### src/rtl/mem_arbiter.sv
// Two-requester arbiter sharing one memory port between fetch (I) and load/store (D).
// Optional macro ARB_TIMEOUT_EN aborts a stalled memory request after TIMEOUT_CYCLES.
module mem_arbiter #(
  parameter int ADDRESS_WIDTH = 32,
  parameter int DATA_WIDTH = 32,
  parameter int STARVE_LIMIT = 4
`ifdef ARB_TIMEOUT_EN
  ,
  parameter int TIMEOUT_CYCLES = 16
`endif
) (
  input  logic                     clk,
  input  logic                     rst,
  input  logic                     if_req,
  input  logic [ADDRESS_WIDTH-1:0] if_addr,
  output logic                     if_ack,
  output logic [DATA_WIDTH-1:0]    if_rdata,
  input  logic                     ls_req,
  input  logic                     ls_we,
  input  logic [ADDRESS_WIDTH-1:0] ls_addr,
  input  logic [DATA_WIDTH-1:0]    ls_wdata,
  output logic                     ls_ack,
  output logic [DATA_WIDTH-1:0]    ls_rdata,
  output logic                     mem_req,
  output logic                     mem_we,
  output logic [ADDRESS_WIDTH-1:0] mem_addr,
  output logic [DATA_WIDTH-1:0]    mem_wdata,
  input  logic                     mem_ready,
  input  logic [DATA_WIDTH-1:0]    mem_rdata,
  output logic                     mem_err,
  output logic                     owner,
  output logic                     busy
);

  typedef enum logic [1:0] {
    IDLE,
    BUSY_I,
    BUSY_D
  } state_t;

  localparam logic [3:0] LIM = 4'(STARVE_LIMIT);

  state_t state, state_n;
  logic [3:0] cnt, cnt_n;

  logic                     if_ack_n, ls_ack_n;
  logic [DATA_WIDTH-1:0]    if_rdata_n, ls_rdata_n;
  logic                     mem_req_n, mem_we_n;
  logic [ADDRESS_WIDTH-1:0] mem_addr_n;
  logic [DATA_WIDTH-1:0]    mem_wdata_n;
  logic                     owner_n, busy_n;

  logic elig_i, elig_d, gnt_i, gnt_d;
  logic abort, done;
  logic [DATA_WIDTH-1:0] ret;

`ifdef ARB_TIMEOUT_EN
  localparam int TW = $clog2(TIMEOUT_CYCLES + 1);
  logic [TW-1:0] wcnt, wcnt_n;
`endif

  always_comb begin
    // a requester still seeing its ack holds a stale req; don't re-grant it
    elig_i = if_req & ~if_ack;
    elig_d = ls_req & ~ls_ack;
    gnt_d  = elig_d & ~(elig_i & (cnt == LIM));
    gnt_i  = elig_i & ~gnt_d;

    abort = 1'b0;
`ifdef ARB_TIMEOUT_EN
    abort = (state != IDLE) & ~mem_ready &
            (wcnt == TW'(TIMEOUT_CYCLES - 1));
`endif
    done = (state != IDLE) & (mem_ready | abort);
    ret  = (abort | ((state == BUSY_D) & mem_we)) ?
           '0 : mem_rdata;

    state_n     = state;
    cnt_n       = cnt;
    if_ack_n    = 1'b0;
    ls_ack_n    = 1'b0;
    if_rdata_n  = if_rdata;
    ls_rdata_n  = ls_rdata;
    mem_req_n   = mem_req;
    mem_we_n    = mem_we;
    mem_addr_n  = mem_addr;
    mem_wdata_n = mem_wdata;
    owner_n     = owner;
    busy_n      = busy;
`ifdef ARB_TIMEOUT_EN
    wcnt_n      = wcnt;
`endif

    unique case (state)
      IDLE: begin
`ifdef ARB_TIMEOUT_EN
        wcnt_n = '0;
`endif
        unique case (1'b1)
          gnt_d: begin
            state_n     = BUSY_D;
            mem_req_n   = 1'b1;
            mem_we_n    = ls_we;
            mem_addr_n  = ls_addr;
            mem_wdata_n = ls_wdata;
            owner_n     = 1'b1;
            busy_n      = 1'b1;
            cnt_n       = ~if_req ? 4'd0 :
                          (cnt == LIM) ? cnt : cnt + 4'd1;
          end
          gnt_i: begin
            state_n     = BUSY_I;
            mem_req_n   = 1'b1;
            mem_we_n    = 1'b0;
            mem_addr_n  = if_addr;
            mem_wdata_n = '0;
            owner_n     = 1'b0;
            busy_n      = 1'b1;
            cnt_n       = 4'd0;
          end
          default: ;
        endcase
      end
      BUSY_I, BUSY_D: begin
        if (done) begin
          state_n   = IDLE;
          mem_req_n = 1'b0;
          mem_we_n  = 1'b0;
          busy_n    = 1'b0;
          if (state == BUSY_D) begin
            ls_ack_n   = 1'b1;
            ls_rdata_n = ret;
          end else begin
            if_ack_n   = 1'b1;
            if_rdata_n = ret;
          end
        end
`ifdef ARB_TIMEOUT_EN
        else begin
          wcnt_n = wcnt + 1'b1;
        end
`endif
      end
      default: state_n = IDLE;
    endcase
  end

  always_ff @(posedge clk) begin
    if (!rst) begin
      state     <= IDLE;
      cnt       <= '0;
      if_ack    <= 1'b0;
      ls_ack    <= 1'b0;
      if_rdata  <= '0;
      ls_rdata  <= '0;
      mem_req   <= 1'b0;
      mem_we    <= 1'b0;
      mem_addr  <= '0;
      mem_wdata <= '0;
      owner     <= 1'b0;
      busy      <= 1'b0;
    end else begin
      state     <= state_n;
      cnt       <= cnt_n;
      if_ack    <= if_ack_n;
      ls_ack    <= ls_ack_n;
      if_rdata  <= if_rdata_n;
      ls_rdata  <= ls_rdata_n;
      mem_req   <= mem_req_n;
      mem_we    <= mem_we_n;
      mem_addr  <= mem_addr_n;
      mem_wdata <= mem_wdata_n;
      owner     <= owner_n;
      busy      <= busy_n;
    end
  end

`ifdef ARB_TIMEOUT_EN
  always_ff @(posedge clk) begin
    if (!rst) begin
      wcnt    <= '0;
      mem_err <= 1'b0;
    end else begin
      wcnt    <= wcnt_n;
      mem_err <= abort;
    end
  end
`else
  assign mem_err = 1'b0;
`endif

endmodule

### config.mk
export PLATFORM = sky130hd
export DESIGN_NAME = mem_arbiter
export DESIGN_NICKNAME = d
export VERILOG_FILES = /design/src/rtl/mem_arbiter.sv
export SDC_FILE = /design/constraint.sdc
export NUM_CORES = 1
export LEC_CHECK = 0
export CAP_MARGIN = 20
export CORE_ASPECT_RATIO = 0.75
export CORE_MARGIN = 8
export CORE_UTILIZATION = 41
export CTS_CLUSTER_SIZE = 20
export DETAILED_ROUTE_END_ITERATION = 8
export GPL_TIMING_DRIVEN = 1
export PLACE_DENSITY = 0.87
export SYNTH_ARGS = -nofsm -noshare
export SYNTH_HDL_FRONTEND = slang
export SYNTH_SLANG_ARGS = --single-unit
### constraint.sdc
create_clock -name clk -period 3 [get_ports clk]
set_clock_uncertainty 0.2 [all_clocks]
set_input_delay 0.3 -clock clk [delete_from_list [all_inputs] [get_ports clk]]
set_output_delay 0.3 -clock clk [all_outputs]
set_load 0.01 [all_outputs]
==> impl_metrics.csv, run 1 <==
group,metric,value,unit
clock_network,ctsResizeCount,0,
timing,hold_violations,0,
floorplanning,rows,34,
timing,slew_headroom,53.73,%
critical_path,critPathKind,"reg2reg",
grt,grt_start_max_net_pins,67,
floorplanning,initial_core_util,41.92,%
grt,grt_usage,22.25,%
detailed_routing,num_vias,4945,
timing,setup_viol,0,
grt,grt_pass1_vias,5002,
clock_network,clkSinkCount,139,
detailed_routing,ant_nets,0,
grt,overflow,0,
clock_network,post_cts_buffers,0,
finish,finalInstanceArea,0.008253,mm^2
finish,finalCoreUtilization,71.32,%
power,vdd_drop_max,0.0004342,V
clock_network,hold_buffers,0,
placement,placed_cells,894,
logic_synthesis,ys.flop_type,"dfxtp_1",
logic_synthesis,synth_edf_count,0,
floorplanning,die_h,110.2,um
clock_network,clk_latency,0.40,ns
power,p_leak,3.052,nW
logic_synthesis,ys_async_sr_fraction,0,%
logic_synthesis,syn_area_per_cell,9.721,um^2
timing,min_period,2.267,ns
hold_path,hp-class,"reg2reg",
logic_synthesis,synth_warnings,0,
outcome,status,"finished, final reports clean",
placement,dp_slack,0.4825,ns
logic_synthesis,synth_fp_nets,637,
detailed_routing,dr.pass1.iters,9,
detailed_routing,vias_per_cell,5.358,
finish,antennaDiodeCount,0,
placement,portBuffers,267,
grt,grt_antenna_before_repair,0,
grt,grt_pass1_wl,27110,um
timing,drv_slew,0,
placement,gp_congestion,0.7914,
clock_network,clk_path_buf_depth,2,
finish,syn2layout_area_growth,70.13,%
timing,max_freq,441.2,MHz
power,powerDensity,639.0,mW/mm^2
placement,dp.final_hpwl,13540,um
timing,finalCritPeriodShare,75.56,%
critical_path,worst_setup_path_end_kind,"flop",
timing,setup_tns,0,ns
critical_path,arrival,2.33,ns
power,total_power,5.274,mW
placement,postPlaceCellArea,0.007627,mm^2
floorplanning,die_x,141.6,um
critical_path,critPathRequiredTime,3.06,ns
logic_synthesis,yosysUniqueCellTypes,33,
clock_network,root_buffer,"clkbuf_16",
run,max-cap-violations,0,
detailed_routing,drc,0,
logic_synthesis,synthCells,499,
floorplanning,core-area,0.01157,mm^2
logic_synthesis,synth-seq-area-share,57.36,%
logic_synthesis,synth-seq-cells,139,
clock_network,cts_tree,"yes",
logic_synthesis,syn_area,0.004851,mm^2
finish,layout.nets,889,
finish,drive_gt1_share,6.176,%
finish,fillers,820,
timing,worst_hold_slack,0.2551,ns
clock_network,h-tree-depth,4,
clock_network,cts_made_buffers,17,
floorplanning,die_area,0.01560,mm^2
detailed_routing,wl_per_cell,19.98,um
detailed_routing,wirelength,18450,um
critical_path,cp-start-kind,"flop",
timing,rsz0062_at_grt,"false",
floorplanning,io_pins,269,
detailed_routing,drtIter0Drc,367,
finish,final_cells,923,
timing,tightest_slew,0.6941,ns
clock_network,clk_pin_slew_worst_paths,0.06,ns
timing,setup_slack,0.7332,ns
critical_path,cp_max_fo,51,
[state kept, by name (all words and copies together) (netlist names)]
| register | flops |
|---|---|
| if_rdata | 32 |
| ls_rdata | 32 |
| mem_addr | 32 |
| mem_wdata | 32 |
| cnt | 4 |
| state | 2 |
| busy | 1 |
| if_ack | 1 |
| ls_ack | 1 |
| mem_we | 1 |
| owner | 1 |
[synthesized netlist by cell type, types with 2 or more instances]
cell	count	area, um^2
a222oi_1	32	320.3
nor3_1	2	10.01
nand2b_1	3	18.77
nor2_1	74	277.8
nand3_1	3	15.01
buf_6	2	22.52
buf_2	19	95.09
nand2_1	68	255.2
ha_1	4	50.05
o21ai_0	4	20.02
a21oi_1	36	180.2
a22oi_1	32	240.2
clkbuf_1	20	75.07
buf_4	2	15.01
inv_1	9	33.78
dfxtp_1	139	2783
a22o_1	34	297.8
[cell usage in the layout (no fill, tap or decap), types with 2 or more instances in the layout]
cell type        instances
a21oi_1                 36
a222oi_1                32
a22o_1                  34
a22oi_1                 32
buf_4                    8
bufinv_16                5
clkbuf_16               17
clkdlybuf4s50_1        267
clkinv_2                 3
clkinv_4                 4
dfxtp_1                139
ha_1                     4
inv_1                    8
nand2_1                 68
nand2b_1                 3
nand3_1                  3
nor2_1                  72
nor2_2                   2
o21ai_0                  4
[per-layer routing]
layer | part of all wire [%] | track usage, % | routed length, um
met4 | 1.4 | 7.105 | 266
met1 | 36 | 22.91 | 6699
met3 | 11 | 9.811 | 2005
met2 | 51 | 40.53 | 9475
met5 | 0 | 0 | 0
[worst max-delay path, stage by stage, from the launching register on]
cell and delay (ns):
dfxtp_1 0.33, inv_1 0.09, ha_1 0.16, nand3b_1 0.17
o211a_2 0.44, buf_12 0.22, a222oi_1 0.42, nor2_1 0.08
[layout make-up]
type                       count  area [um^2]  area share, %
sequential                   139         2783          33.72
timing repair buffer         276         2753          33.35
multi-input combinational    308         1856          22.48
clock buffer                  17        425.4          5.155
tap                          162        202.7          2.456
clock inverter                12        200.2          2.426
inverter                       9        33.78         0.4093
[report_power, final]
part           internal (mW)  switching [mW]  total [mW]  leakage, nW
registers               1.97          0.0779        2.05         1.13
clock network           1.46           0.772        2.23        0.308
logic                  0.519           0.471       0.990         1.61
total                   3.95            1.32        5.27         3.05
[worst paths after layout]
| check | start | to | slack [ns] | cells past startpoint |
|---|---|---|---|---|
| worst min-delay path | if_rdata[9] | if_rdata[9] | 0.26 | 2 |
| worst min register to register | if_rdata[9] | if_rdata[9] | 0.26 | 2 |
| worst max-delay path | cnt[0] | mem_addr[29] | 0.73 | 7 |
| worst max register to register | cnt[0] | mem_addr[29] | 0.73 | 7 |
[cells by family (layout without fill, tap and decap cells)]
family / after synthesis / after routing / synth area share [%]
other: 1 / 1 / 0.07731
AO/OA/AOI/OAI: 144 / 144 / 22.96
buffers and inverters: 52 / 314 / 4.978
multiplexers: 1 / 1 / 0.2064
AND/OR/NAND/NOR: 157 / 157 / 13.21
adder cells (fa/ha/maj): 4 / 4 / 1.032
flip-flops: 139 / 139 / 57.36
XOR/XNOR: 1 / 1 / 0.1806
Note: power is estimated with default switching activity, not from simulation.
==> run 2: changes to the inputs <==
--- a/config.mk
+++ b/config.mk
@@ -8,11 +8,11 @@
 export CAP_MARGIN = 20
 export CORE_ASPECT_RATIO = 0.75
 export CORE_MARGIN = 8
-export CORE_UTILIZATION = 41
+export CORE_UTILIZATION = 38
 export CTS_CLUSTER_SIZE = 20
 export DETAILED_ROUTE_END_ITERATION = 8
 export GPL_TIMING_DRIVEN = 1
-export PLACE_DENSITY = 0.87
+export PLACE_DENSITY = 0.81
 export SYNTH_ARGS = -nofsm -noshare
 export SYNTH_HDL_FRONTEND = slang
 export SYNTH_SLANG_ARGS = --single-unit
==> constraint.sdc (replaced) <==
create_clock -name clk -period 2.2 [get_ports clk]
set_clock_uncertainty 0.2 [all_clocks]
set_input_delay 0.22 -clock clk [delete_from_list [all_inputs] [get_ports clk]]
set_output_delay 0.22 -clock clk [all_outputs]
set_load 0.01 [all_outputs]
==> impl_metrics.csv, run 2 (synthesis results as in run 1) <==
group,metric,value,unit
grt,grt_pass1_vias,5051,
finish,syn2layout_area_growth,72.74,%
placement,gp_congestion,0.8424,
outcome,status,"finished, final reports clean",
clock_network,clk_latency,0.40,ns
clock_network,cts_made_buffers,17,
detailed_routing,wirelength,17560,um
finish,antennaDiodeCount,0,
floorplanning,die_x,146.5,um
clock_network,clk_pin_slew_worst_paths,0.06,ns
timing,setup_tns,0,ns
timing,rsz0062_at_grt,"false",
hold_path,hp-class,"in2reg",
floorplanning,die_area,0.01667,mm^2
critical_path,worst_setup_path_end_kind,"flop",
floorplanning,die_h,113.8,um
timing,setup_slack,0.1800,ns
run,max-cap-violations,0,
critical_path,critPathRequiredTime,2.27,ns
finish,most-common-layout-cells,"267 x clkdlybuf4s50_1, 139 x dfxtp_1, 72 x nor2_1",
timing,min_period,2.020,ns
detailed_routing,drtIter0Drc,413,
grt,grt_start_max_net_pins,101,
power,power.internal,5.238,mW
finish,final_cells,939,
hold_path,hold_depth,3,
power,powerDensity,845.6,mW/mm^2
detailed_routing,vias_per_cell,5.209,
finish,regArea,0.002783,mm^2
clock_network,h-tree-depth,4,
clock_network,root_buffer,"clkbuf_16",
placement,portBuffers,267,
timing,hold_violations,0,
power,p_leak,3.100,nW
floorplanning,io_pins,269,
critical_path,r2r_start,"cnt[0]",
power,p_seq_share,39.4,%
power,p_clk_share,40.6,%
grt,grt_pass1_wl,27200,um
power,power.share.combinational,20.0,%
grt,overflow,0,
critical_path,critPathKind,"reg2reg",
critical_path,cp-start-kind,"flop",
power,p_sw_share,26.07,%
hold_path,min_to,"mem_we",
critical_path,arrival,2.09,ns
detailed_routing,ant_nets,0,
detailed_routing,drc,0,
finish,fillers,910,
placement,placed_cells,907,
clock_network,clk_path_buf_depth,2,
finish,layout.nets,899,
critical_path,cp_max_fo,26,
finish,drive_gt1_share,7.633,%
floorplanning,core-area,0.01239,mm^2
finish,mostFrequentLayoutCell,"clkdlybuf4s50_1",
finish,multi_input_area,0.001868,mm^2
timing,setup_viol,0,
placement,dp.final_hpwl,13060,um
detailed_routing,num_vias,4891,
floorplanning,rows,35,
critical_path,rrSetupSlack,0.18,ns
timing,max_freq,495.1,MHz
grt,grt_antenna_before_repair,0,
timing,drv_slew,0,
placement,dp_slack,0.04867,ns
clock_network,hold_buffers,0,
clock_network,clkSinkCount,139,
critical_path,rr_worst_depth,7,
clock_network,cts_tree,"yes",
power,vdd_drop_max,0.0006458,V
detailed_routing,wl_per_cell,18.70,um
hold_path,hp-start,"ls_we",
power,p_switching,1.847,mW
grt,grt_usage,20.29,%
critical_path,r2r-end,"mem_addr[15]",
timing,finalCritPeriodShare,91.82,%
detailed_routing,dr.pass1.iters,6,
floorplanning,initial_core_util,39.14,%
[run 2: changes by cell type in the layout (fill, tap and decap cells not counted)]
cell	delta
nor2_4	+1
o211a_2	-1
o211a_4	+1
buf_4	+5
inv_6	+2
bufinv_16	-2
nor2_2	-1
buf_12	+5
clkinv_4	-1
clkinvlp_4	+3
[run 2: cell type report]
type,instances,share of cell area (%)
Sequential cell,139,33.21
Clock buffer,17,5.077
Timing Repair Buffer,286,34.49
Multi-Input combinational cell,308,22.29
Inverter,9,0.4032
Clock inverter,14,2.046
Tap cell,166,2.479
[run 2: worst max-delay path by stage]
stage            from            to  slack [ns]  cells after the start
2_1_floorplan  cnt[0]  mem_addr[15]        0.36                      8
3_3_place_gp      rst  ls_rdata[22]        0.08                      5
3_5_place_dp   ls_req  mem_addr[15]        0.05                      6
4_1_cts        cnt[0]  mem_addr[15]        0.07                      7
5_1_grt        cnt[0]  mem_addr[15]        0.06                      7
6_report       cnt[0]  mem_addr[15]        0.18                      7
[run 2: what timing repair did]
item | 4_1_cts | 5_1_grt
buffers inserted | 0 | 1
resized for setup | 0 | 2
setup endpoints to repair | 0 | 4
[run 2: layer usage]
metal	wire length, um	GRT usage (%)	vias up
met5	0	0	-
met4	201	5.955	0
met3	1892	10.17	14
met2	8823	35.42	224
met1	6641	21.23	2331
li1	-	-	2322
[run 2: power by group through the flow]
| stage | Combinational, mW | Sequential, mW | Clock (mW) |
|---|---|---|---|
| 2_1_floorplan | 0.551 | 2.90 | 0 |
| 3_3_place_gp | 1.37 | 2.83 | 0 |
| 3_5_place_dp | 1.41 | 2.84 | 0 |
| 4_1_cts | 1.42 | 2.79 | 2.94 |
| 5_1_grt | 1.52 | 2.81 | 3.06 |
| 6_report | 1.42 | 2.79 | 2.88 |
[run 2: through the flow]
stage	hold WS [ns]	total power [mW]	cell area [um^2]	util, %
global route	0.1985	7.394	8379	67.61
detailed placement	0.2498	4.249	7762	62.64
CTS	0.1547	7.157	8359	67.45
finish	0.1757	7.085	8379	67.61
global placement	0.2401	4.201	7762	62.64
floorplan	0.1417	3.451	4851	-
[run 2: worst max-delay path: stages (launching register included)]
cell      delay, ns
dfxtp_1        0.32
inv_1          0.10
ha_1           0.16
nand3b_1       0.16
o211a_4        0.32
buf_12         0.16
a222oi_1       0.40
nor2_1         0.08
==> run 3: changes to the inputs <==
--- a/config.mk
+++ b/config.mk
@@ -8,11 +8,11 @@
 export CAP_MARGIN = 20
 export CORE_ASPECT_RATIO = 0.75
 export CORE_MARGIN = 8
-export CORE_UTILIZATION = 38
+export CORE_UTILIZATION = 41
 export CTS_CLUSTER_SIZE = 20
 export DETAILED_ROUTE_END_ITERATION = 8
 export GPL_TIMING_DRIVEN = 1
-export PLACE_DENSITY = 0.81
+export PLACE_DENSITY = 0.87
 export SYNTH_ARGS = -nofsm -noshare
 export SYNTH_HDL_FRONTEND = slang
 export SYNTH_SLANG_ARGS = --single-unit
==> constraint.sdc (replaced) <==
create_clock -name clk -period 2.5 [get_ports clk]
set_clock_uncertainty 0.2 [all_clocks]
set_input_delay 0.25 -clock clk [delete_from_list [all_inputs] [get_ports clk]]
set_output_delay 0.25 -clock clk [all_outputs]
set_load 0.01 [all_outputs]
==> impl_metrics.csv, run 3 (synthesis results as in run 1) <==
group,metric,value,unit
timing,min_period,2.183,ns
finish,syn2layout_area_growth,70.54,%
placement,dp.final_hpwl,13530,um
floorplanning,core-area,0.01157,mm^2
timing,hold_violations,0,
finish,layout.nets,890,
floorplanning,die_h,110.2,um
finish,fillers,822,
critical_path,arrival,2.25,ns
clock_network,post_cts_buffers,0,
critical_path,cp_max_fo,66,
finish,mostFrequentLayoutCell,"clkdlybuf4s50_1",
clock_network,ctsResizeCount,0,
grt,grt_start_max_net_pins,67,
hold_path,hold_depth,3,
critical_path,rrSetupSlack,0.32,ns
clock_network,root_buffer,"clkbuf_16",
clock_network,clk_pin_slew_worst_paths,0.06,ns
critical_path,r2r_start,"cnt[0]",
finish,antennaDiodeCount,0,
power,p_sw_share,26.44,%
power,power.internal,4.592,mW
power,powerDensity,754.6,mW/mm^2
hold_path,hp-class,"in2reg",
power,p_leak,3.040,nW
critical_path,rr_worst_depth,7,
floorplanning,rows,34,
detailed_routing,ant_nets,0,
clock_network,clk_path_buf_depth,2,
floorplanning,initial_core_util,41.92,%
detailed_routing,num_vias,4954,
timing,drv_slew,0,
power,p_switching,1.651,mW
run,max-cap-violations,0,
timing,slew_headroom,65.25,%
clock_network,hold_buffers,0,
finish,finalCoreUtilization,71.50,%
timing,rsz0062_at_grt,"false",
critical_path,worst_setup_path_end_kind,"flop",
outcome,status,"finished, final reports clean",
clock_network,cts_tree,"yes",
critical_path,critPathRequiredTime,2.57,ns
power,p_clk_share,41.2,%
timing,setup_tns,0,ns
detailed_routing,vias_per_cell,5.344,
detailed_routing,dr.pass1.iters,9,
hold_path,hp-start,"ls_we",
detailed_routing,drc,0,
hold_path,min_to,"mem_we",
finish,multi_input_area,0.001856,mm^2
detailed_routing,wl_per_cell,20.02,um
critical_path,r2r-end,"mem_addr[27]",
grt,grt_usage,22.78,%
timing,max_freq,458.2,MHz
detailed_routing,drtIter0Drc,352,
timing,setup_viol,0,
floorplanning,die_x,141.6,um
grt,grt_pass1_wl,27780,um
clock_network,cts_made_buffers,17,
power,power.share.combinational,19.5,%
finish,final_cells,927,
timing,tightest_slew,0.5212,ns
critical_path,cp-start-kind,"flop",
grt,grt_antenna_before_repair,0,
finish,regArea,0.002783,mm^2
finish,drive_gt1_share,6.275,%
finish,most-common-layout-cells,"267 x clkdlybuf4s50_1, 139 x dfxtp_1, 72 x nor2_1",
placement,portBuffers,267,
critical_path,critPathKind,"reg2reg",
timing,finalCritPeriodShare,87.30,%
power,p_seq_share,39.3,%
placement,gp_congestion,0.7973,
floorplanning,io_pins,269,
floorplanning,die_area,0.01560,mm^2
clock_network,h-tree-depth,4,
detailed_routing,wirelength,18550,um
clock_network,clk_latency,0.40,ns
power,vdd_drop_max,0.0004410,V
placement,placed_cells,895,
grt,grt_pass1_vias,5202,
grt,overflow,0,
clock_network,clkSinkCount,139,
==> run 3: area by class of cell <==
cell class,count,area share (%)
Clock inverter,12,1.981
Multi-Input combinational cell,308,22.43
Sequential cell,139,33.64
Clock buffer,20,5.278
Timing Repair Buffer,277,33.82
Tap cell,162,2.450
Inverter,9,0.4083
==> run 3: critical path, stage by stage (launching register included) <==
cell and delay [ns]:
dfxtp_1 0.33, inv_1 0.10, ha_1 0.16, nand3b_1 0.19, o211a_2 0.34, buf_12 0.19, a222oi_1 0.41, nor2_1 0.08
==> run 3: power groups by stage <==
stage               sequential (mW)  combinational, mW  clock [mW]
detailed placement             2.50               1.21           0
CTS                            2.45               1.22        2.61
floorplan                      2.55              0.485           0
global route                   2.47               1.30        2.71
global placement               2.49               1.17           0
finish                         2.46               1.22        2.57
==> run 3: through the flow <==
stage | hold slack [ns] | power, mW | area (um^2) | setup WS, ns
6_report | 0.2036 | 6.243 | 8273 | 0.3175
5_1_grt | 0.2133 | 6.482 | 8273 | 0.2546
4_1_cts | 0.1909 | 6.284 | 8273 | 0.3598
3_5_place_dp | 0.2472 | 3.712 | 7672 | 0.2323
3_3_place_gp | 0.2411 | 3.663 | 7672 | 0.3076
2_1_floorplan | 0.1717 | 3.037 | 4851 | 0.6558
==> run 3: worst max-delay path by stage <==
| stage | start | end | slack, ns | depth (start not counted) |
|---|---|---|---|---|
| after global routing | cnt[0] | mem_addr[11] | 0.25 | 7 |
| after global placement | if_req | mem_addr[31] | 0.31 | 6 |
| after detailed placement | if_req | mem_addr[27] | 0.23 | 6 |
| final | cnt[0] | mem_addr[27] | 0.32 | 7 |
| after CTS | cnt[0] | mem_addr[27] | 0.36 | 7 |
| after floorplan | cnt[0] | mem_addr[15] | 0.66 | 8 |
==> run 3: routing by layer <==
metal | wire length [um] | up-vias | global-route usage [%] | part of all wire, %
met3 | 2032 | 31 | 8.907 | 11
met5 | 0 | - | 0 | 0
met2 | 9072 | 279 | 40.36 | 49
li1 | - | 2316 | - | -
met1 | 6954 | 2328 | 24.13 | 37
met4 | 495 | 0 | 9.855 | 2.7
